--- config.mk ---
export PLATFORM = sky130hd
export DESIGN_NAME = multicycle_control
export DESIGN_NICKNAME = d
export VERILOG_FILES = /design/src/rtl/multicycle_control.sv
export SDC_FILE = /design/constraint.sdc
export NUM_CORES = 1
export LEC_CHECK = 0
export CAP_MARGIN = 5
export CORE_MARGIN = 2
export CORE_UTILIZATION = 41
export CTS_CLUSTER_DIAMETER = 100
export DETAILED_ROUTE_END_ITERATION = 10
export PLACE_DENSITY = 0.78
export SLEW_MARGIN = 20
export SYNTH_ARGS = -nofsm -noshare
export SYNTH_HDL_FRONTEND = slang
export SYNTH_SLANG_ARGS = --single-unit
--- constraint.sdc ---
create_clock -name clk -period 2 [get_ports clk]
set_input_delay 0.4 -clock clk [delete_from_list [all_inputs] [get_ports clk]]
set_output_delay 0.4 -clock clk [all_outputs]
set_load 0.01 [all_outputs]
--- src/rtl/multicycle_control.sv ---
// Multicycle control FSM for the 32-bit RISC-V datapath.
// Steps one instruction at a time through IF, ID, EX, MEM and WB.
// A data access that never completes parks the controller in HALT until reset.
// Instruction fields are captured at the IF->ID edge, so all outputs come from
// registered state. The exceptions are Zero->PCSrc in EX and mem_ready->loadPC
// for a store that completes in MEM.
module multicycle_control #(
  parameter int MEM_WAIT_MAX = 15,
  parameter int WAIT_CNT_W   = 4
) (
  input  logic        clk,
  input  logic        rst,
  input  logic [31:0] instr,
  input  logic        Zero,
  input  logic        mem_ready,
  output logic        PCSrc,
  output logic        ALUSrc,
  output logic        RegWrite,
  output logic        MemToReg,
  output logic [3:0]  ALUCtrl,
  output logic        loadPC,
  output logic        MemRead,
  output logic        MemWrite,
  output logic        illegal,
  output logic        halted
);

  localparam logic [2:0] S_IF   = 3'd0;
  localparam logic [2:0] S_ID   = 3'd1;
  localparam logic [2:0] S_EX   = 3'd2;
  localparam logic [2:0] S_MEM  = 3'd3;
  localparam logic [2:0] S_WB   = 3'd4;
  localparam logic [2:0] S_HALT = 3'd5;

  localparam logic [6:0] OP_R   = 7'b0110011;
  localparam logic [6:0] OP_I   = 7'b0010011;
  localparam logic [6:0] OP_LW  = 7'b0000011;
  localparam logic [6:0] OP_SW  = 7'b0100011;
  localparam logic [6:0] OP_BEQ = 7'b1100011;

  localparam logic [3:0] ALU_AND = 4'b0000;
  localparam logic [3:0] ALU_OR  = 4'b0001;
  localparam logic [3:0] ALU_ADD = 4'b0010;
  localparam logic [3:0] ALU_SUB = 4'b0110;
  localparam logic [3:0] ALU_SLT = 4'b0111;
  localparam logic [3:0] ALU_XOR = 4'b1101;
  localparam logic [3:0] ALU_SLL = 4'b1001;
  localparam logic [3:0] ALU_SRL = 4'b1000;
  localparam logic [3:0] ALU_SRA = 4'b1010;

  localparam logic [WAIT_CNT_W-1:0] WAIT_MAX = WAIT_CNT_W'(MEM_WAIT_MAX);
  localparam logic [WAIT_CNT_W-1:0] WAIT_ONE = WAIT_CNT_W'(1);

  logic [2:0]            state;
  logic [2:0]            next_state;
  logic [WAIT_CNT_W-1:0] wait_cnt;
  logic [6:0]            opcode;
  logic [2:0]            funct3;
  logic                  funct7b5;
  logic                  is_r;
  logic                  is_i;
  logic                  is_lw;
  logic                  is_sw;
  logic                  is_beq;
  logic                  legal;
  logic                  r_funct7_bad;
  logic [3:0]            alu_op;

  // Register, immediate and offset fields are consumed by the datapath only.
  logic unused_instr_bits;
  assign unused_instr_bits = ^{instr[31], instr[29:15], instr[11:7]};

  // Classify the captured instruction and pick its ALU operation.
  always_comb begin
    is_r         = (opcode == OP_R);
    is_i         = (opcode == OP_I);
    is_lw        = (opcode == OP_LW);
    is_sw        = (opcode == OP_SW);
    is_beq       = (opcode == OP_BEQ) && (funct3 == 3'b000);
    r_funct7_bad = is_r && funct7b5;
    legal        = 1'b0;
    alu_op       = ALU_ADD;
    if (is_r || is_i) begin
      legal = 1'b1;
      case (funct3)
        3'b000: alu_op = r_funct7_bad ? ALU_SUB : ALU_ADD;
        3'b001: begin
          alu_op = ALU_SLL;
          if (funct7b5) legal = 1'b0;
        end
        3'b010: begin
          alu_op = ALU_SLT;
          if (r_funct7_bad) legal = 1'b0;
        end
        3'b011: legal = 1'b0;
        3'b100: begin
          alu_op = ALU_XOR;
          if (r_funct7_bad) legal = 1'b0;
        end
        3'b101: alu_op = funct7b5 ? ALU_SRA : ALU_SRL;
        3'b110: begin
          alu_op = ALU_OR;
          if (r_funct7_bad) legal = 1'b0;
        end
        default: begin
          alu_op = ALU_AND;
          if (r_funct7_bad) legal = 1'b0;
        end
      endcase
    end else if (is_lw || is_sw) begin
      legal  = 1'b1;
      alu_op = ALU_ADD;
    end else if (is_beq) begin
      legal  = 1'b1;
      alu_op = ALU_SUB;
    end
  end

  // Choose the next state from the current state, the decode and the memory handshake.
  always_comb begin
    next_state = state;
    case (state)
      S_IF: next_state = S_ID;
      S_ID: next_state = legal ? S_EX : S_IF;
      S_EX: begin
        if (is_beq)              next_state = S_IF;
        else if (is_lw || is_sw) next_state = S_MEM;
        else                     next_state = S_WB;
      end
      S_MEM: begin
        if (mem_ready)                next_state = is_lw ? S_WB : S_IF;
        else if (wait_cnt == WAIT_MAX) next_state = S_HALT;
        else                          next_state = S_MEM;
      end
      S_WB:    next_state = S_IF;
      S_HALT:  next_state = S_HALT;
      default: next_state = S_IF;
    endcase
  end

  // Advance the state, capture the fields at IF->ID and time the memory wait.
  always_ff @(posedge clk) begin
    if (rst) begin
      state    <= S_IF;
      wait_cnt <= '0;
      opcode   <= '0;
      funct3   <= '0;
      funct7b5 <= 1'b0;
    end else begin
      state <= next_state;
      if (state == S_IF) begin
        opcode   <= instr[6:0];
        funct3   <= instr[14:12];
        funct7b5 <= instr[30];
      end
      if (state == S_EX) begin
        wait_cnt <= '0;
      end else if (state == S_MEM && !mem_ready && wait_cnt != WAIT_MAX) begin
        wait_cnt <= wait_cnt + WAIT_ONE;
      end
    end
  end

  // Drive the datapath and memory controls for the current state.
  always_comb begin
    PCSrc    = 1'b0;
    ALUSrc   = 1'b0;
    RegWrite = 1'b0;
    MemToReg = 1'b0;
    ALUCtrl  = 4'b0000;
    loadPC   = 1'b0;
    MemRead  = 1'b0;
    MemWrite = 1'b0;
    illegal  = 1'b0;
    halted   = 1'b0;
    case (state)
      S_ID: begin
        if (!legal) begin
          illegal = 1'b1;
          loadPC  = 1'b1;
        end
      end
      S_EX: begin
        ALUCtrl = alu_op;
        ALUSrc  = is_i || is_lw || is_sw;
        if (is_beq) begin
          loadPC = 1'b1;
          PCSrc  = Zero;
        end
      end
      S_MEM: begin
        ALUCtrl  = alu_op;
        ALUSrc   = 1'b1;
        MemRead  = is_lw;
        MemWrite = is_sw;
        loadPC   = is_sw && mem_ready;
      end
      S_WB: begin
        ALUCtrl  = alu_op;
        ALUSrc   = is_i || is_lw;
        RegWrite = 1'b1;
        loadPC   = 1'b1;
        MemToReg = is_lw;
      end
      S_HALT:  halted = 1'b1;
      default: ;
    endcase
  end

endmodule

== Word level (Yosys, flattened, before mapping) ==
Index checks and enable logic that the tools add are counted.

* Register bits: 18
* Input port bits: 36
* Output and inout bits: 13
* Word-level logic and storage cells: 70

* Add/subtract/negate cells: 1
* Eq/ne operators: 18
* Mux-type cells: 31
* Reductions and logical operators: 15

{| class="wikitable"
|+ Operator list
! cell !! count
|-
| $pmux 4 s7 || 1
|-
| $mux 3 || 8
|-
| $eq 3x3->1 const B || 5
|-
| $pmux 3 s5 || 1
|-
| $eq 7x6->1 const B || 2
|-
| $mux 1 || 14
|-
| $eq 3x2->1 const B || 4
|-
| $mux 4 || 2
|-
| $eq 7x2->1 const B || 1
|-
| $eq 7x5->1 const B || 1
|-
| $eq 7x7->1 const B || 1
|-
| $eq 3x1->1 const B || 2
|-
| $logic_not 3->1 || 2
|-
| $pmux 1 s3 || 2
|-
| $logic_and 1x1->1 || 5
|-
| $add 4x1->4 const B || 1
|-
| $eq 4x4->1 const B || 1
|-
| $logic_or 1x1->1 || 4
|-
| $mux 2 || 2
|-
| $ne 4x4->1 const B || 1
|-
| $pmux 1 s4 || 1
|-
| $reduce_or 2->1 || 2
|-
| $reduce_or 3->1 || 1
|-
| $logic_not 1->1 || 1
|}

== Depth between registers and ports, before layout ==
* Depth in word-level cells: 7
* Mapped depth: 8
* Gate-level depth less buffers: 7

== Worst setup path after synthesis ==
Ideal clock, no wire load.

* Path kind: register -> output
* Start point: register state[0]
* End point: output port ALUCtrl[3]
* Data arrival time: 1409 ps
* Data required time: 1600 ps
* Path slack: 191 ps
* Stages on the path, launching flop included: 7
* Buffers on the path: 1
* Cell sequence: dfxtp_1 -> buf_2 -> nor2_1 -> nand2_1 -> inv_1 -> nor2_1 -> a2111oi_1

* Longest elaborated chain between the ends: 3
* Elaborated cells on any way between the ends: 5
* Those cells by class: eq/ne (3); mux (1); reduce/logical (1)

{| class="wikitable"
|+ RTL lines
! what !! line !! text
|-
| start: declaration || 54 || <nowiki>logic [2:0] state;</nowiki>
|-
| start signal: assignment || 150 || <nowiki>state <= next_state;</nowiki>
|-
| $eq 3x2->1 / $eq 3x3->1 (equally long branches) || 176 || <nowiki>case (state)</nowiki>
|-
| $reduce_or 3->1 (no line) * || n/a ||
|-
| $mux 4 * || 176 ||
|-
| end: declaration || 20 || <nowiki>output logic [3:0] ALUCtrl,</nowiki>
|}

Mark *: on every way between the ends. The rest lies on a longest branch, timed or not.

== Worst setup path after layout ==
* Start point: register opcode[3]
* End point: output port loadPC

* Longest elaborated chain between the ends: 7
* Elaborated cells on any way between the ends: 17
* Those cells by class: eq/ne (5); mux (7); reduce/logical (5)

{| class="wikitable"
|+ RTL lines
! what !! line !! text
|-
| start: declaration || 57 || <nowiki>logic [6:0] opcode;</nowiki>
|-
| start signal: assignment || 152 || <nowiki>opcode <= instr[6:0];</nowiki>
|-
| $eq 7x6->1 / $eq 7x7->1 (equally long branches) || 75, 79 ||
|-
| $logic_and 1x1->1, on equally long branches || 80, 79 ||
|-
| $mux 1, on equally long branches || n/a ||
|-
| $pmux 1 s3 / $mux 1 (equally long branches) || 85, 110 ||
|-
| $mux 1 || 83 || <nowiki>if (is_r || is_i) begin</nowiki>
|-
| $mux 1 || 178 || <nowiki>if (!legal) begin</nowiki>
|-
| $pmux 1 s4 * || 176 ||
|-
| end: declaration || 21 || <nowiki>output logic loadPC,</nowiki>
|}

Marked as above.

==> reports/qor.yml <==
worst_setup_path:
  crit_family: "simple AND/OR/NAND/NOR gates"
  cp-end-kind: "output port"
  r2r_start: "state[2]"
  cp-startpoint: "opcode[3]"
  crit_fanout: 3
  critPathBufInv: 1
  reg2reg_slack_ns: 0.40
  path_class: "reg -> out"
  cp.required_ns: 1.60
  crit_slowest_cell: "or3_4"
  cp_num_cells: 6
  cp_cell_sequence: "nand4bb_4 -> or3_4 -> nor3_4 -> nand2_1 -> o2111ai_1 -> buf_2"
  rr_worst_depth: 7
  worstSetupStartpointType: "register"
  crit_path_end: "loadPC"
  reg2reg_to: "wait_cnt[3]"
  critPathArrivalTime_ns: 1.65
  cpPeakStageDelay_ns: 0.37
pwr:
  comb_power_share_pct: 25.0
  internal_power_mw: 0.547
  irDropWorstVdd_uv: 431
  p_seq_share_pct: 52.4
  power_density_nw_per_um2: 435
  pwr-share-clk_pct: 22.6
  switching_share_pct: 27.8
  p_leak_nw: 0.779
  power.switching_mw: 0.210
synth:
  synthAdderAreaFrac_pct: 1.12
  synth_top_area_share_pct: 32.3
  synth-compound-area-share_pct: 17.5
  ys.warnings.count: 0
  yosysUniqueCellTypes: 46
  ys_ff_latch: 18
  synth-xor-area-share_pct: 2.35
  syn_inst: 143
  synth_top_family_by_area: "simple AND/OR/NAND/NOR gates"
  muxShareOfSynthArea_pct: 0.897
  synth_most_common_cell: "nand2_1"
  synth.largest_area_cell: "dfxtp_1"
  syn_nets: 180
  ys_seq_area_share_pct: 32.3
  syn-cell-area_um2: 1120
  yosys_most_used_dff: "dfxtp_1"
  synth.area.top_cells: "dfxtp_1, nand2_1, a21oi_1"
  synth-edff-count: 0
  avgSynthCellArea_um2: 7.80
  synth-simple-area-share_pct: 40.6
  synthArstFlopShare_pct: 0
  synth_common_cells: "nand2_1, dfxtp_1, a21oi_1"
sta:
  finalWorstSetupSlack_ns: -0.0516
  grt_setup_unrepaired: "yes"
  min_period_ns: 2.05
  fin_skew_ns: 0.00194
  slew_headroom_pct: 76.4
  fmax_mhz: 487
  fin_crit_sh_pct: 103
  setup_violations: 1
  slew_viol_final: 0
  hold_viol_final: 0
  tightestPinTransition_ns: 0.353
  tns_ns: -0.0516
global_routing:
  first_global_vias: 1256
  grt_max_degree: 12
  track_usage_pct: 20.0
  overflow: 0
  grt_pass1_wl_um: 5150
  antenna_found_initial: 0
hold_path:
  hold_class: "reg -> reg"
  holdCritStartpoint: "funct7b5"
drt:
  num_vias: 1235
  drt-total-wl_um: 3090
  drtIter0Drc: 35
  antenna_left: 0
  routed_via_density: 5.30
  wl_per_cell_um: 13.3
  drtPass1Iterations: 4
  drcViolationCount: 0
cts:
  cts_htree_levels: 1
  cts_tree: "done"
  numCtsBuffers: 3
  cts_buffer_depth: 2
  clkTransAtPathRegs_ns: 0.10
  cts_root_buf: "clkbuf_4"
  clock_sinks: 18
  worstSkewPairLatency_ns: 0.28
placed_design:
  post-place-cells: 229
  dp_hpwl_um: 2280
  post-place-ws_ns: -0.170
  port-buffer-count: 27
  gp_congestion: 0.876
floorplanning:
  die_width_um: 56.2
  rows: 18
  start_util_pct: 44.2
  dieArea_um2: 3160
  io_pins: 49
  fp.dieH_um: 56.2
  core-area_um2: 2520
layout:
  num-nets-final: 242
  syn_to_final_growth_pct: 56.1
  final_cells: 233
  fin_util_pct: 69.0
  n_antenna_cell: 0
  drive_above_1_share_pct: 40.9
run_status:
  violations: "negative setup slack"
  status: "finished with violations"
flow_run:
  cap_viol_max_count: 0
state kept, by name, summed over array words and instances (netlist names):
| register | count |
|---|---|
| funct3 | 3 |
| wait_cnt | 4 |
| funct7b5 | 1 |
| opcode | 7 |
| state | 3 |
power groups by stage:
stage	combinational [mW]	clock, mW	sequential, mW
after floorplan	0.0807	0	0.400
after global placement	0.169	0	0.401
after detailed placement	0.174	0	0.402
after CTS	0.183	0.178	0.397
after global routing	0.205	0.193	0.399
final	0.189	0.171	0.397
layer usage:
| metal | track usage (%) | up-vias | part of all wire, % | wire length [um] |
|---|---|---|---|---|
| met5 | 0 | - | 0 | 0 |
| met4 | 7.48 | 0 | 0.87 | 27 |
| met3 | 1.63 | 4 | 3.1 | 97 |
| met2 | 38.8 | 20 | 54 | 1680 |
| met1 | 22.1 | 588 | 42 | 1280 |
| li1 | - | 623 | - | - |
cells in the final DEF, fill, tap and decap left out, drive strengths merged, types with 2 or more instances in the layout:
cell type | synthesis | routed
dfxtp | 18 | 18
buf | 3 | 46
a21oi | 18 | 18
nor2 | 12 | 12
nor4b | 3 | 3
o21ai | 4 | 4
or3 | 2 | 2
clkdlybuf4s50 | 0 | 15
nor3 | 6 | 6
clkbuf | 3 | 4
inv | 7 | 7
xor2 | 2 | 2
nand2b | 4 | 4
nor2b | 3 | 3
nand3b | 2 | 2
nand2 | 33 | 33
nand3 | 3 | 3
through the flow:
stage | hold slack, ns | instance area (um2) | total power [mW]
2_1_floorplan | 0.450 | 1120 | 0.481
3_5_place_dp | 0.485 | 1650 | 0.576
6_report | 0.495 | 1740 | 0.757
3_3_place_gp | 0.480 | 1650 | 0.570
4_1_cts | 0.496 | 1720 | 0.757
5_1_grt | 0.516 | 1740 | 0.797
tightest hold or removal path: stages, from the launching register on:
cell,delay [ns]
dfxtp_2,0.35
nand2_1,0.06
a21oi_1,0.05
kinds of logic after synthesis:
logic type               Yosys count
AND/OR/NAND/NOR                   75
AO/OA/AOI/OAI                     32
flip-flops                        18
buffers and inverters             13
XOR/XNOR                           3
multiplexers                       1
adder cells (fa/ha/maj)            1
worst min path at each step:
stage                              to  slack (ns)  cells past startpoint
after floorplan             opcode[3]        0.45                      2
after global placement    wait_cnt[3]        0.48                      2
after detailed placement  wait_cnt[3]        0.48                      2
after CTS                   opcode[5]        0.50                      2
after global routing        opcode[5]        0.52                      2
final                        funct7b5        0.50                      2
what timing repair did:
action,CTS,global route
endpoints found under the setup margin,12,11
endpoints found under the hold margin,0,0
pin swaps,4,4
hold buffers,0,0
gates resized for setup,63,16
setup buffers,2,0
final cells by class:
cell class / instances / area [um2]
sequential: 18 / 379
clock buffer: 3 / 22.5
inverter: 7 / 26.3
tap: 30 / 37.5
fill: 204 / 781
multi-input combinational: 112 / 782
timing repair buffer: 63 / 494
No activity file was read; power rests on OpenSTA's default activity.
